[src/rtl/jpeg_izigzag_buf_if.sv]
// Coefficient stream bundle for the inverse zigzag buffer: zigzag-ordered
// input side and raster-ordered output side with block framing.
interface jpeg_izigzag_buf_if #(
  parameter int unsigned DW = 12
);
  logic          din_valid;
  logic [DW-1:0] din;
  logic          din_ready;
  logic          dout_valid;
  logic [DW-1:0] dout;
  logic          dout_ready;
  logic          dout_sob;
  logic          dout_eob;

  modport master (
    output din_valid, din, dout_ready,
    input  din_ready, dout_valid, dout, dout_sob, dout_eob
  );

  modport slave (
    input  din_valid, din, dout_ready,
    output din_ready, dout_valid, dout, dout_sob, dout_eob
  );
endinterface

[src/rtl/jpeg_izigzag_buf.sv]
// Inverse zigzag reorder buffer: two 64-entry ping-pong banks, written in
// zigzag order at scattered addresses and drained linearly in raster order.
module jpeg_izigzag_buf #(
  parameter int unsigned DW = 12
) (
  input  logic              clk,
  input  logic              rst,
  input  logic              ena,
  jpeg_izigzag_buf_if.slave bus
);

  // Zigzag index k -> raster position (row*8 + col) of that coefficient.
  localparam logic [5:0] ZZ [64] = '{
    6'd0,  6'd1,  6'd8,  6'd16, 6'd9,  6'd2,  6'd3,  6'd10,
    6'd17, 6'd24, 6'd32, 6'd25, 6'd18, 6'd11, 6'd4,  6'd5,
    6'd12, 6'd19, 6'd26, 6'd33, 6'd40, 6'd48, 6'd41, 6'd34,
    6'd27, 6'd20, 6'd13, 6'd6,  6'd7,  6'd14, 6'd21, 6'd28,
    6'd35, 6'd42, 6'd49, 6'd56, 6'd57, 6'd50, 6'd43, 6'd36,
    6'd29, 6'd22, 6'd15, 6'd23, 6'd30, 6'd37, 6'd44, 6'd51,
    6'd58, 6'd59, 6'd52, 6'd45, 6'd38, 6'd31, 6'd39, 6'd46,
    6'd53, 6'd60, 6'd61, 6'd54, 6'd47, 6'd55, 6'd62, 6'd63
  };

  logic [1:0]    full;
  logic          wr_bank;
  logic          rd_bank;
  logic [5:0]    wcnt;
  logic [5:0]    rcnt;
  logic [DW-1:0] mem [128];

  logic          din_ready_i;
  logic          dout_valid_i;
  logic          wr_fire;
  logic          rd_fire;
  logic          wr_done;
  logic          rd_done;
  logic [1:0]    full_set;
  logic [1:0]    full_clr;
  logic [6:0]    wr_addr;
  logic [6:0]    rd_addr;

  // Ready is forced low while rst is held so nothing is offered during reset.
  always_comb begin
    din_ready_i  = rst & ena & ~full[wr_bank];
    dout_valid_i = ena & full[rd_bank];
    wr_fire      = bus.din_valid & din_ready_i;
    rd_fire      = dout_valid_i & bus.dout_ready;
    wr_done      = wr_fire & (wcnt == 6'd63);
    rd_done      = rd_fire & (rcnt == 6'd63);
    full_set     = wr_bank ? {wr_done, 1'b0} : {1'b0, wr_done};
    full_clr     = rd_bank ? {rd_done, 1'b0} : {1'b0, rd_done};
    wr_addr      = {wr_bank, ZZ[wcnt]};
    rd_addr      = {rd_bank, rcnt};
  end

  always_ff @(posedge clk or negedge rst) begin
    if (!rst) begin
      full    <= '0;
      wr_bank <= 1'b0;
      rd_bank <= 1'b0;
      wcnt    <= '0;
      rcnt    <= '0;
    end else begin
      if (wr_fire) begin
        wcnt <= wcnt + 6'd1;
        if (wr_done) wr_bank <= ~wr_bank;
      end
      if (rd_fire) begin
        rcnt <= rcnt + 6'd1;
        if (rd_done) rd_bank <= ~rd_bank;
      end
      // Set and clear always target different banks, so they compose freely.
      full <= (full | full_set) & ~full_clr;
    end
  end

  always_ff @(posedge clk) begin
    if (wr_fire) mem[wr_addr] <= bus.din;
  end

  always_comb begin
    bus.din_ready  = din_ready_i;
    bus.dout_valid = dout_valid_i;
    bus.dout       = dout_valid_i ? mem[rd_addr] : '0;
    bus.dout_sob   = dout_valid_i & (rcnt == 6'd0);
    bus.dout_eob   = dout_valid_i & (rcnt == 6'd63);
  end

endmodule

[src/flat_wrapper.sv]
// flat-port wrapper written by rule: the top's interface ports become plain ports
module jpeg_izigzag_buf_flat 
#(
  parameter int unsigned DW = 12
)
  (clk, rst, ena, bus_din_valid, bus_din, bus_dout_ready, bus_din_ready, bus_dout_valid, bus_dout, bus_dout_sob, bus_dout_eob);
  jpeg_izigzag_buf_if #(.DW(DW)) bus_i ();
  input  logic clk;
  input  logic rst;
  input  logic ena;
  input wire logic [$bits(bus_i.din_valid)-1:0] bus_din_valid;
  input wire logic [$bits(bus_i.din)-1:0] bus_din;
  input wire logic [$bits(bus_i.dout_ready)-1:0] bus_dout_ready;
  output wire logic [$bits(bus_i.din_ready)-1:0] bus_din_ready;
  output wire logic [$bits(bus_i.dout_valid)-1:0] bus_dout_valid;
  output wire logic [$bits(bus_i.dout)-1:0] bus_dout;
  output wire logic [$bits(bus_i.dout_sob)-1:0] bus_dout_sob;
  output wire logic [$bits(bus_i.dout_eob)-1:0] bus_dout_eob;
  assign bus_i.din_valid = bus_din_valid;
  assign bus_i.din = bus_din;
  assign bus_i.dout_ready = bus_dout_ready;
  assign bus_din_ready = bus_i.din_ready;
  assign bus_dout_valid = bus_i.dout_valid;
  assign bus_dout = bus_i.dout;
  assign bus_dout_sob = bus_i.dout_sob;
  assign bus_dout_eob = bus_i.dout_eob;
  jpeg_izigzag_buf #(.DW(DW)) u_core (.clk(clk), .rst(rst), .ena(ena), .bus(bus_i));
endmodule
[config.mk]
export PLATFORM = sky130hd
export DESIGN_NAME = jpeg_izigzag_buf_flat
export DESIGN_NICKNAME = d
export VERILOG_FILES = /design/src/rtl/jpeg_izigzag_buf_if.sv /design/src/rtl/jpeg_izigzag_buf.sv /design/src/flat_wrapper.sv
export SDC_FILE = /design/constraint.sdc
export NUM_CORES = 2
export LEC_CHECK = 0
export CAP_MARGIN = 20
export CORE_MARGIN = 2
export CORE_UTILIZATION = 57
export DETAILED_ROUTE_END_ITERATION = 16
export PLACE_DENSITY_LB_ADDON = 0.15
export SLEW_MARGIN = 20
export SYNTH_ARGS = -nofsm -noshare
export SYNTH_HDL_FRONTEND = slang
export SYNTH_SLANG_ARGS = --single-unit
[constraint.sdc]
create_clock -name clk -period 3.9 [get_ports clk]
set_input_delay 0.585 -clock clk [delete_from_list [all_inputs] [get_ports clk]]
set_output_delay 0.585 -clock clk [all_outputs]
set_load 0.02 [all_outputs]
==> results.md <==
- The run finished, with violations left.
- The final reports fail on negative setup slack.
- Setup repair after global routing could not meet its margin everywhere.
- Sequential cells were found to cover 74.7% of the synthesized design area.
- The combined global-route utilization of all metal layers is 28.8%.
- The cell that appears most often on the critical path is sky130_fd_sc_hd__buf_4.
- The H-tree was split into 4 levels.
- Summed over all nets, the half-perimeter wirelength after detailed placement is 100000 um.
- The via density per instance is 6.46.
- Based on the critical path, the design can be clocked at up to 236 MHz.
- The clock tree skew after final layout is 0.0286 ns.
- The critical path crosses 11 cells after its start point.
- The slew at the pin with the worst max-slew slack is 1.12 ns.
- For this run, global-route usage on met3 was measured as 4.99%.
- Counting distinct cell types in the post-synthesis netlist gives 78.
- The total number of clock tree sinks is 1552.
- The endpoint required time on the critical path is 3.31 ns.
- Following the worst setup path forward leads to its endpoint at bus_dout[4].
- The share of the synthesized area in the top cell type is 74.1%.
- 33 I/O pins were placed.
- STA puts the critical path data arrival time at 3.64 ns.
- After Yosys synthesis, and, or, nand and nor cells account for 3.07% of the synthesized area.
- In this design, the largest share of critical-path delay is due to buffers and inverters.
- Buffers inserted to repair hold after CTS numbered 0.
- The filler-free cell count of the finished design is 5184.
- The minimum clock period after layout is 4.23 ns.
- Of all nets on the critical path, the largest fanout is 8.
- The clock-pin slew of the registers on the worst-case setup and hold paths is 0.06 ns.
- Traced cell by cell, the critical path runs through buf_12, buf_12, buf_4, mux4_2, mux2_2, nand2_1, a221oi_2, buf_4, o22ai_1, a211oi_2, buf_4.
- The repair_antennas step left the layout with diodes totalling 0.
- The multiplexer area fraction after synthesis is 14.5%.
- The count of buffers added on input and output ports is 32.
- The startpoint identified for the worst register-to-register timing path is u_core.wcnt[0].
- The area growth from synthesis to final layout is 19.3%.
- Global routing consumed, on the met2 layer, 45.4% of the routing resources.
- In the finished design, the share of the clock period the worst path needs comes to 108%.
- The starting DRC count in detailed routing is 4368.
- The worst register-to-register path has a depth of 10.
- The type of the tightest min-delay check is in -> reg.
- Synthesis inferred 1552 register bits.
- The adder-cell share of the synthesized area is 0.482%.
- Cells with a size suffix above 1 make up 32.2% of the layout.
- The hold violation count in the final report came to 0.
- VDD sags by at most 420 uV.
- The area of the die is 112000 um^2.
- The most frequent cell after synthesis is sky130_fd_sc_hd__edfxtp_1.
- In this run the static leakage power is 23.5 nW.
- On the worst path, the slowest cell contributes a delay of 0.58 ns.
- met2 is the most crowded layer.
- The via count of the first global-routing pass is 33400.
- In this run the horizontal extent of the chip is 335 um.
- In the post-synthesis netlist, the biggest area contributors are sky130_fd_sc_hd__edfxtp_1 (74%), sky130_fd_sc_hd__mux4_2 (9.1%), sky130_fd_sc_hd__mux2i_1 (4.6%).
- Global routing finished with a remaining overflow of 0.
- The max-slew violation total from the final report came to 0.
- In the synthesized netlist the dominant register cell turns out to be sky130_fd_sc_hd__edfxtp_1.
- The vias after detailed routing is 33500.
- The initial antenna violation count was 3.
- The area share of xor/xnor cells in the synthesized design is 0.155%.
- Synthesis produced a netlist whose cell count is 3165.
- The start point of the critical path is u_core.rcnt[0].
- During synthesis, Yosys emitted a total of 0 warnings.
- The critical path contains buffers and inverters numbering 5 combined.
- The synthesized netlist devotes 4.78% of its cell area to compound gates.
- The cell area after synthesis is 62300 um^2.
- A synthesized cell averages 19.7 um^2.
- The overall routed net length is 162000 um.
- The max-cap violation count is 0.
- TritonCTS built the clock tree.
- The final critical-path setup slack is -0.330 ns.
- The largest net degree at the start of global routing is 113.
- The height of the die is 335 um.
- The first detailed-routing pass ran for 6 iterations.
- The clock latency on the worst-skew pair is 0.77 ns.
- The fill cell total of the finished layout is 6808.
- The weighted congestion at the end of routability-driven global placement is 0.904.
- The area of the core is 109000 um^2.
- The worst hold-check slack is 0.246 ns.
- The initialized floorplan defines 121 standard-cell rows.
- The relative slew slack is 25.3%.
- The number of nets handed over by synthesis was 3206.
- Counting tap cells, the placed design contains a total of 4842 instances.
- The global-route met1 utilization is 41.3%.
- The standard cell with the maximum stage delay on the critical path is sky130_fd_sc_hd__dfrtp_4.
- The first global-routing pass estimated 231000 um of wire.
- The starting utilization of the core area is 57.4%.
- The number of enable flip-flop cells after synthesis is 1536.
- The detail route stage leaves a number of antenna-violating nets equal to 0.
- The combinational family with the most area after synthesis is multiplexers.
- STA classifies the critical path endpoint as an output port.
- The power per unit of standard cell area is 492 nW/um^2.
- The area used by sequential logic in the layout is 46500 um^2.
- In this run the critical register-to-register path is captured at u_core.mem[102][2].
- The cell at the root of the clock tree is sky130_fd_sc_hd__clkbuf_16.
- The final-stage net count is 3689.
- Summing all multi-input logic gate instances after layout gives 15600 um^2.
- After detailed routing, the average wire length per cell comes to 31.2 um.
- The post-place setup slack is -0.520 ns.
- The total clock buffers created by CTS is 154.
- For this run, design rule violations remaining after detail routing come to 0.
- Setup violations remaining at the end of the flow were counted as 12.
- The biggest area contributor in the post-synthesis netlist is sky130_fd_sc_hd__edfxtp_1.
- The worst setup slack for register-to-register paths is 0.20 ns.
- The element type at the critical path start is a flop.
- By startpoint and endpoint, the worst setup path is classified as reg -> out.
- In the synthesized netlist the async set-or-reset flop fraction comes to 1.03%.
- Ranked by instance count, the synthesized netlist is headed by sky130_fd_sc_hd__edfxtp_1 (1536), sky130_fd_sc_hd__mux2i_1 (288), sky130_fd_sc_hd__mux4_2 (252).
- No sink is reached through more buffers than the 3 on the longest clock path.
worst register-to-register path, stage by stage (launching register included):
cell and delay, ns:
sky130_fd_sc_hd__dfrtp_1 0.42, sky130_fd_sc_hd__inv_1 0.24, sky130_fd_sc_hd__ha_1 0.35, sky130_fd_sc_hd__nand2_1 0.22, sky130_fd_sc_hd__a21oi_1 0.10, sky130_fd_sc_hd__a311o_1 0.33, sky130_fd_sc_hd__a31oi_1 0.26, sky130_fd_sc_hd__buf_4 0.22
sky130_fd_sc_hd__nand3_2 0.11, sky130_fd_sc_hd__buf_12 0.19, sky130_fd_sc_hd__nor2_1 0.90
what timing repair did:
| item | CTS | global route |
|---|---|---|
| pin swaps | 42 | 32 |
| setup endpoints to repair | 14 | 14 |
| gates resized for setup | 204 | 106 |
| cloned | 6 | 4 |
| setup buffers | 24 | 36 |
power breakdown:
part / internal (mW) / switching (mW)
registers: 18.5 / 0.0813
logic: 1.38 / 2.30
clock network: 8.20 / 6.12
placed cells by master (no fill, tap or decap), drive strengths merged, types with 18 or more instances in the layout:
| cell type | count |
|---|---|
| a2111oi | 20 |
| a211oi | 21 |
| a21oi | 57 |
| a221oi | 31 |
| a22oi | 83 |
| a31oi | 31 |
| and2 | 18 |
| buf | 503 |
| clkbuf | 189 |
| clkinv | 64 |
| edfxtp | 1536 |
| ha | 24 |
| inv | 23 |
| mux2 | 28 |
| mux2i | 288 |
| mux4 | 257 |
| nand2 | 116 |
| nand2b | 30 |
| nand3 | 37 |
| nor2 | 152 |
| nor2b | 19 |
| o211ai | 30 |
| o21ai | 27 |
| o22ai | 23 |
sequential cells by signal (all words and copies together) (netlist names):
register / cells
u_core.wcnt: 6
u_core.rd_bank: 1
u_core.rcnt: 6
u_core.wr_bank: 1
u_core.full: 2
u_core.mem: 1536
cell families after synthesis:
| kind of cell | Yosys count |
|---|---|
| flip-flops | 1552 |
| multiplexers | 573 |
| AND/OR/NAND/NOR | 408 |
| AO/OA/AOI/OAI | 395 |
| buffers and inverters | 202 |
| adder cells (fa/ha/maj) | 24 |
| XOR/XNOR | 11 |
layer usage:
metal,vias up,part of all wire (%),routed length (um)
li1,14000,-,-
met1,17600,40,65100
met2,1603,48,77900
met3,264,8.3,13400
met4,2,3.2,5160
met5,-,0.012,20
per-stage QoR:
stage	area, um^2	total power, mW	setup TNS (ns)	util (%)
2_1_floorplan	62300	20.6	0	-
3_3_place_gp	67200	22.3	-1.56	61.9
3_5_place_dp	67300	22.4	-1.83	62.0
4_1_cts	73300	36.6	-4.10	67.6
5_1_grt	74300	37.6	-4.19	68.4
6_report	74300	36.6	-3.49	68.4
how the worst min path moves through the flow:
stage	from	to	depth (start not counted)
after floorplan	rst	u_core.full[0]	0
after global placement	u_core.full[0]	u_core.full[0]	1
after detailed placement	u_core.full[0]	u_core.full[0]	1
after CTS	bus_din[5]	u_core.mem[46][5]	1
after global routing	bus_din[5]	u_core.mem[46][5]	1
final	bus_din[5]	u_core.mem[46][5]	1
final cells by class:
type | count | area share, %
clock buffers | 185 | 5.40
clock inverters | 93 | 1.11
inverters | 12 | 0.0606
multi-input cells | 1412 | 21.0
flip-flops and latches | 1552 | 62.6
well taps | 1414 | 2.38
repair buffers | 516 | 7.46
Power figures use the tool's default switching activity.
